--- src/rtl/cpu_pkg.sv ---
// Shared types and constants for the core's register-read stage.
package cpu_pkg;

  localparam int XLEN   = 64;
  localparam int CTRL_W = 16;

  // X31 reads as zero and is never a forwarding target.
  localparam logic [4:0] REG_ZERO = 5'd31;

  // Bubble control bundle: an all-zero bundle is a no-op in EX.
  localparam logic [CTRL_W-1:0] CTRL_NOP = '0;

  // Which source supplied a resolved operand.
  typedef enum logic [2:0] {
    FWD_RF   = 3'd0,
    FWD_EX   = 3'd1,
    FWD_MEM  = 3'd2,
    FWD_WB   = 3'd3,
    FWD_ZERO = 3'd4
  } fwd_sel_e;

endpackage

--- src/rtl/operand_fetch_fwd_mux.sv ---
// Per-operand bypass mux: picks the youngest in-flight producer of a source
// register, falling back to regfile data; X31 always resolves to zero.
module fwd_mux
  import cpu_pkg::*;
#(
  parameter int XLEN = cpu_pkg::XLEN
) (
  input  logic [4:0]      src,
  input  logic [XLEN-1:0] rf_data,
  input  logic            ex_valid,
  input  logic            ex_regwrite,
  input  logic            ex_is_load,
  input  logic [4:0]      ex_rd,
  input  logic [XLEN-1:0] ex_result,
  input  logic            mem_regwrite,
  input  logic [4:0]      mem_rd,
  input  logic [XLEN-1:0] mem_result,
  input  logic            wb_regwrite,
  input  logic [4:0]      wb_rd,
  input  logic [XLEN-1:0] wb_data,
  output logic [XLEN-1:0] value,
  output fwd_sel_e        sel
);

  // A load in EX has no data yet, so it is never a bypass source here;
  // the hazard logic upstream stalls for that case instead.
  logic ex_hit;
  logic mem_hit;
  logic wb_hit;

  assign ex_hit  = ex_valid && ex_regwrite && !ex_is_load && (ex_rd == src);
  assign mem_hit = mem_regwrite && (mem_rd == src);
  assign wb_hit  = wb_regwrite && (wb_rd == src);

  // Select the source, youngest producer first (EX > MEM > WB > regfile).
  always_comb begin
    sel = FWD_RF;
    if (src == REG_ZERO) begin
      sel = FWD_ZERO;
    end else if (ex_hit) begin
      sel = FWD_EX;
    end else if (mem_hit) begin
      sel = FWD_MEM;
    end else if (wb_hit) begin
      sel = FWD_WB;
    end
  end

  // Steer the chosen source onto the output.
  always_comb begin
    value = rf_data;
    case (sel)
      FWD_ZERO: value = '0;
      FWD_EX:   value = ex_result;
      FWD_MEM:  value = mem_result;
      FWD_WB:   value = wb_data;
      default:  value = rf_data;
    endcase
  end

endmodule

--- src/rtl/operand_fetch.sv ---
// Register-read stage and ID/EX pipeline register: bypasses EX/MEM/WB results
// onto the regfile read data, stalls on load-use, and latches into EX.
module operand_fetch
  import cpu_pkg::*;
#(
  parameter int XLEN   = cpu_pkg::XLEN,
  parameter int CTRL_W = cpu_pkg::CTRL_W,
  parameter int CNT_W  = 32
) (
  input  logic              clk,
  input  logic              reset,
  input  logic              id_valid,
  input  logic [4:0]        id_rn,
  input  logic [4:0]        id_rm,
  input  logic [4:0]        id_rd,
  input  logic              id_use_rn,
  input  logic              id_use_rm,
  input  logic [XLEN-1:0]   id_imm,
  input  logic [CTRL_W-1:0] id_ctrl,
  input  logic [XLEN-1:0]   rf_rd1,
  input  logic [XLEN-1:0]   rf_rd2,
  input  logic              flush,
  input  logic              ex_valid,
  input  logic              ex_regwrite,
  input  logic              ex_is_load,
  input  logic [4:0]        ex_rd,
  input  logic [XLEN-1:0]   ex_result,
  input  logic              mem_regwrite,
  input  logic [4:0]        mem_rd,
  input  logic [XLEN-1:0]   mem_result,
  input  logic              wb_regwrite,
  input  logic [4:0]        wb_rd,
  input  logic [XLEN-1:0]   wb_data,
  output logic              id_stall,
  output logic              q_valid,
  output logic [XLEN-1:0]   q_op_a,
  output logic [XLEN-1:0]   q_op_b,
  output logic [XLEN-1:0]   q_imm,
  output logic [4:0]        q_rd,
  output logic [CTRL_W-1:0] q_ctrl,
  output logic [CNT_W-1:0]  stall_count
);

  // Saturating increment: the counter parks at all-ones instead of wrapping.
  function automatic logic [CNT_W-1:0] sat_inc(input logic [CNT_W-1:0] v);
    return (&v) ? v : v + 1'b1;
  endfunction

  logic [XLEN-1:0] val_a;
  logic [XLEN-1:0] val_b;
  fwd_sel_e        sel_a;
  fwd_sel_e        sel_b;
  logic [XLEN-1:0] op_a;
  logic [XLEN-1:0] op_b;
  logic            hazard;
  logic            bubble;

  fwd_mux #(.XLEN(XLEN)) u_fwd_a (
    .src          (id_rn),
    .rf_data      (rf_rd1),
    .ex_valid     (ex_valid),
    .ex_regwrite  (ex_regwrite),
    .ex_is_load   (ex_is_load),
    .ex_rd        (ex_rd),
    .ex_result    (ex_result),
    .mem_regwrite (mem_regwrite),
    .mem_rd       (mem_rd),
    .mem_result   (mem_result),
    .wb_regwrite  (wb_regwrite),
    .wb_rd        (wb_rd),
    .wb_data      (wb_data),
    .value        (val_a),
    .sel          (sel_a)
  );

  fwd_mux #(.XLEN(XLEN)) u_fwd_b (
    .src          (id_rm),
    .rf_data      (rf_rd2),
    .ex_valid     (ex_valid),
    .ex_regwrite  (ex_regwrite),
    .ex_is_load   (ex_is_load),
    .ex_rd        (ex_rd),
    .ex_result    (ex_result),
    .mem_regwrite (mem_regwrite),
    .mem_rd       (mem_rd),
    .mem_result   (mem_result),
    .wb_regwrite  (wb_regwrite),
    .wb_rd        (wb_rd),
    .wb_data      (wb_data),
    .value        (val_b),
    .sel          (sel_b)
  );

  // XZR reads are pinned to zero at the register input as well, so a zero
  // operand never depends on what the regfile drives for X31.
  assign op_a = (sel_a == FWD_ZERO) ? '0 : val_a;
  assign op_b = (sel_b == FWD_ZERO) ? '0 : val_b;

  // A load in EX feeding a source that decode actually reads must wait one
  // cycle; the load data then arrives through the MEM bypass.
  assign hazard = id_valid && ex_valid && ex_is_load && ex_regwrite &&
                  (ex_rd != REG_ZERO) &&
                  ((id_use_rn && (ex_rd == id_rn)) ||
                   (id_use_rm && (ex_rd == id_rm)));

  // A flush squashes the decode slot, so holding it upstream is pointless.
  assign id_stall = hazard && !flush;
  assign bubble   = flush || hazard || !id_valid;

  // ID/EX control: bubble on flush, hazard or empty decode slot.
  always_ff @(posedge clk or posedge reset) begin
    if (reset) begin
      q_valid <= 1'b0;
      q_rd    <= REG_ZERO;
      q_ctrl  <= CTRL_NOP;
    end else if (bubble) begin
      q_valid <= 1'b0;
      q_rd    <= REG_ZERO;
      q_ctrl  <= CTRL_NOP;
    end else begin
      q_valid <= 1'b1;
      q_rd    <= id_rd;
      q_ctrl  <= id_ctrl;
    end
  end

  // ID/EX data: operands and immediate load only for issued instructions.
  always_ff @(posedge clk or posedge reset) begin
    if (reset) begin
      q_op_a <= '0;
      q_op_b <= '0;
      q_imm  <= '0;
    end else if (!bubble) begin
      q_op_a <= op_a;
      q_op_b <= op_b;
      q_imm  <= id_imm;
    end
  end

  // Count load-use stall cycles; a flush in the same cycle is not a stall.
  always_ff @(posedge clk or posedge reset) begin
    if (reset) begin
      stall_count <= '0;
    end else if (hazard && !flush) begin
      stall_count <= sat_inc(stall_count);
    end
  end

endmodule

--- config.mk ---
export PLATFORM = sky130hd
export DESIGN_NAME = operand_fetch
export DESIGN_NICKNAME = d
export VERILOG_FILES = /design/src/rtl/cpu_pkg.sv /design/src/rtl/operand_fetch_fwd_mux.sv /design/src/rtl/operand_fetch.sv
export SDC_FILE = /design/constraint.sdc
export NUM_CORES = 1
export LEC_CHECK = 0
export ABC_AREA = 1
export CORE_AREA = 2 2 267 269
export CTS_BUF_LIST = sky130_fd_sc_hd__clkbuf_8
export DETAILED_ROUTE_END_ITERATION = 8
export DIE_AREA = 0 0 269 271
export PLACE_DENSITY_LB_ADDON = 0.15
export SYNTH_ARGS = -nofsm -noshare
export SYNTH_HDL_FRONTEND = slang
export SYNTH_SLANG_ARGS = --single-unit
--- constraint.sdc ---
create_clock -name clk -period 16.85 [get_ports clk]
set_clock_uncertainty 0.1 [all_clocks]
set_input_delay 5.055 -clock clk [delete_from_list [all_inputs] [get_ports clk]]
set_output_delay 5.055 -clock clk [all_outputs]
set_load 0.05 [all_outputs]
==> flow_summary.ini <==
[run_status]
status = finished, final reports clean

[critical_path]
critical_path_class = input port to primary output
arrival_ns = 7.47
path_max_fanout = 5
worst-r2r-setup-slack_ns = 14.13
end_kind = primary output
start_kind = input port
required_ns = 11.69

[logic_synthesis]
synth_top_family_by_area = simple AND/OR/NAND/NOR gates
synth_xor_xnor_area_share = 0.01870
synth_seq_cells = 246
synth_ff_type = dfrtp_1
yosys-top-cells-count = nand2_1 (972), nor2_1 (402), nand3_1 (362)
synth_top_area_share = 0.3786
synthCells = 2522
synth_enable_flop_cells = 0
syn_area_um2 = 15930
avgSynthCellArea_um2 = 6.316
synthSimpleGateAreaFrac = 0.4916
post-synth-top-count-cell = nand2_1
syn-num-nets = 2964
ys.warnings.count = 0
yosys-top-cells-area = dfrtp_1 (38%), nand2_1 (23%), nand3_1 (11%), nor2_1 (9.5%), inv_1 (4.5%)
synth_compound_area_frac = 0.003849
ys_seq_area_frac = 0.3869
muxShareOfSynthArea = 0
async_reset_ff_frac = 1.000
yosysUniqueCellTypes = 32
yosysTopAreaCell = dfrtp_1
synth_fa_ha_area_frac = 0.0007855

[power_and_ir_drop]
vdd_drop_max_mv = 0.05096
pwr-share-seq = 0.328
power_frac_clock = 0.336
p_leak_nw = 11.44
intPower_w = 0.001320
powerDensity_nw_per_um2 = 86.58
p_switching_w = 0.0008143
combPwrFrac = 0.336
switching_share = 0.3815
power_w = 0.002135

[layout]
area_growth_syn_to_layout_pct = 54.79
nFillCells = 7503
nets = 3570
layout.cells.non_filler = 4124
layout-drive-gt1-share = 0.04736

[sta]
fin_crit_sh = 0.7492
rsz0062_at_grt = false
setup_tns_ns = 0
finalWorstSetupSlack_ns = 4.226
maxSlewHeadroom = 0.2097
max_freq_ghz = 0.07922
hold_viol_final = 0
slew_violations = 0
tightest_slew_ns = 1.185
period_minus_slack_ns = 12.62
finalSetupViolCount = 0

[clocking]
htreeDepth = 2
cts.clk_slew.worst_paths_ns = 0.06
clock_latency_ns = 0.64
clockBufferDepth = 3
ctsHoldBuffers = 0
cts_root_buffer = clkbuf_8
cts-buffers-inserted = 52
ctsResizeCount = 0
postCtsSetupBuffers = 0
clock_sinks = 246
cts_tree = yes

[routing]
wl_um = 89470
first_iter_violations = 1520
vias = 19310
first_pass_iters = 8
ant_nets = 0
drcViolationCount = 0
drt-vias-per-instance = 4.682
routedWlPerCell_um = 21.69

[placed_design]
gp_congestion = 0.9207
port_buffers = 687
preCtsSetupSlack_ns = 4.236
dp.final_hpwl_um = 61120
dpl.cell_count = 4014

[floorplan]
boundaryPins = 688
num_rows = 97
die_w_um = 269
coreArea_um2 = 69790
die_area_um2 = 72900
die-height_um = 271
initial_utilization = 0.2282

[global_route]
grt_pass1_vias = 19160
grt_use_total = 0.2384
grt_first_pass_wirelength_um = 129900
grt_max_degree = 147
grt_antenna_before_repair = 36
overflow = 0

[min_path]
hold_class = register to register

[flow_run]
maxCapViolations = 0
[metal layers]
metal / vias to the layer above / global-route usage / part of all wire / wire, µm
met3: 165 / 0.07837 / 0.097 / 8676
met4: 42 / 0.06784 / 0.027 / 2456
li1: 9075 / - / - / -
met2: 826 / 0.3913 / 0.47 / 41750
met1: 9202 / 0.2961 / 0.41 / 36300
met5: - / 0 / 0.0031 / 275
[path summary, 6_finish.rpt]
check / from / endpoint / cells after the start
hold reg to reg: q_op_a[36] / q_op_a[36] / 2
setup reg to reg: stall_count[0] / stall_count[25] / 11
min in group asynchronous: reset / q_imm[13] / 2
max in group asynchronous: reset / q_op_b[34] / 3
hold / removal: q_op_a[36] / q_op_a[36] / 2
setup / recovery: id_rn[0] / id_stall / 10
[stage by stage]
stage | cell area [µm²] | hold WS, ns | util
4_1_cts | 24610 | 0.3810 | 0.3527
3_5_place_dp | 23470 | 0.3641 | 0.3363
2_1_floorplan | 15930 | 0.6555 | -
5_1_grt | 24630 | 0.3926 | 0.3530
6_report | 24650 | 0.3757 | 0.3533
3_3_place_gp | 23470 | 0.3600 | 0.3363
[critical path: stages]
cell and delay, ns:
clkdlybuf4s50_1 0.60, inv_2 0.07, nand2_1 0.07, nand2_1 0.06, nor2_1 0.18, nand4_1 0.11, nand2_1 0.09, nand2_2 0.16
nor2_2 0.21, clkdlybuf4s50_1 0.84
[kinds of logic after synthesis]
family                     after synthesis
AOI/OAI and AO/OA                        9
and+or+nand+nor                       1868
buffers and inverters                  364
adders and majority gates                1
DFF                                    246
xor gates and xnor gates                34
[state kept, by name, summed over array words and instances, names as in the netlist]
signal and cells:
q_imm 64, q_op_b 64, q_valid 1, q_ctrl 16, stall_count 32, q_rd 5
q_op_a 64
[power by group through the flow]
stage / registers [W] / logic, W / clock network, W
2_1_floorplan: 0.000949 / 0.000140 / 0
3_3_place_gp: 0.000708 / 0.000721 / 0
3_5_place_dp: 0.000709 / 0.000721 / 0
4_1_cts: 0.000701 / 0.000724 / 0.000740
5_1_grt: 0.000709 / 0.000758 / 0.000765
6_report: 0.000701 / 0.000717 / 0.000717
[cell usage in the layout, fill, tap and decap left out]
cell	n
a21oi_1	1
a31oi_1	1
buf_12	1
buf_4	21
bufinv_16	2
clkbuf_8	70
clkdlybuf4s50_1	687
clkinv_1	1
clkinv_2	3
clkinv_8	1
clkinvlp_4	3
dfrtp_1	241
dfstp_2	5
diode_2	17
ha_1	1
inv_1	205
inv_12	1
inv_2	13
inv_8	1
nand2_1	968
nand2_2	5
nand2_8	1
nand3_1	360
nand3_4	5
nand3b_1	19
nand4_1	73
nor2_1	402
nor2_2	1
nor2_4	6
nor3_1	19
nor3_2	1
nor3_4	1
nor4_1	2
o21ai_0	2
o21ai_1	1
o21ai_2	4
or2_2	5
xnor2_1	16
xor2_1	18
[layout make-up]
class / count / area, µm² / share of cell area
Timing Repair Buffer: 709 / 7054 / 0.2861
Inverter: 207 / 785.8 / 0.03187
Antenna cell: 17 / 42.54 / 0.001725
Clock inverter: 23 / 177.7 / 0.007206
Multi-Input combinational cell: 1912 / 8293 / 0.3364
Tap cell: 940 / 1176 / 0.04770
Sequential cell: 246 / 6162 / 0.2499
Clock buffer: 70 / 963.4 / 0.03908
(Power assumes the default switching activity.)
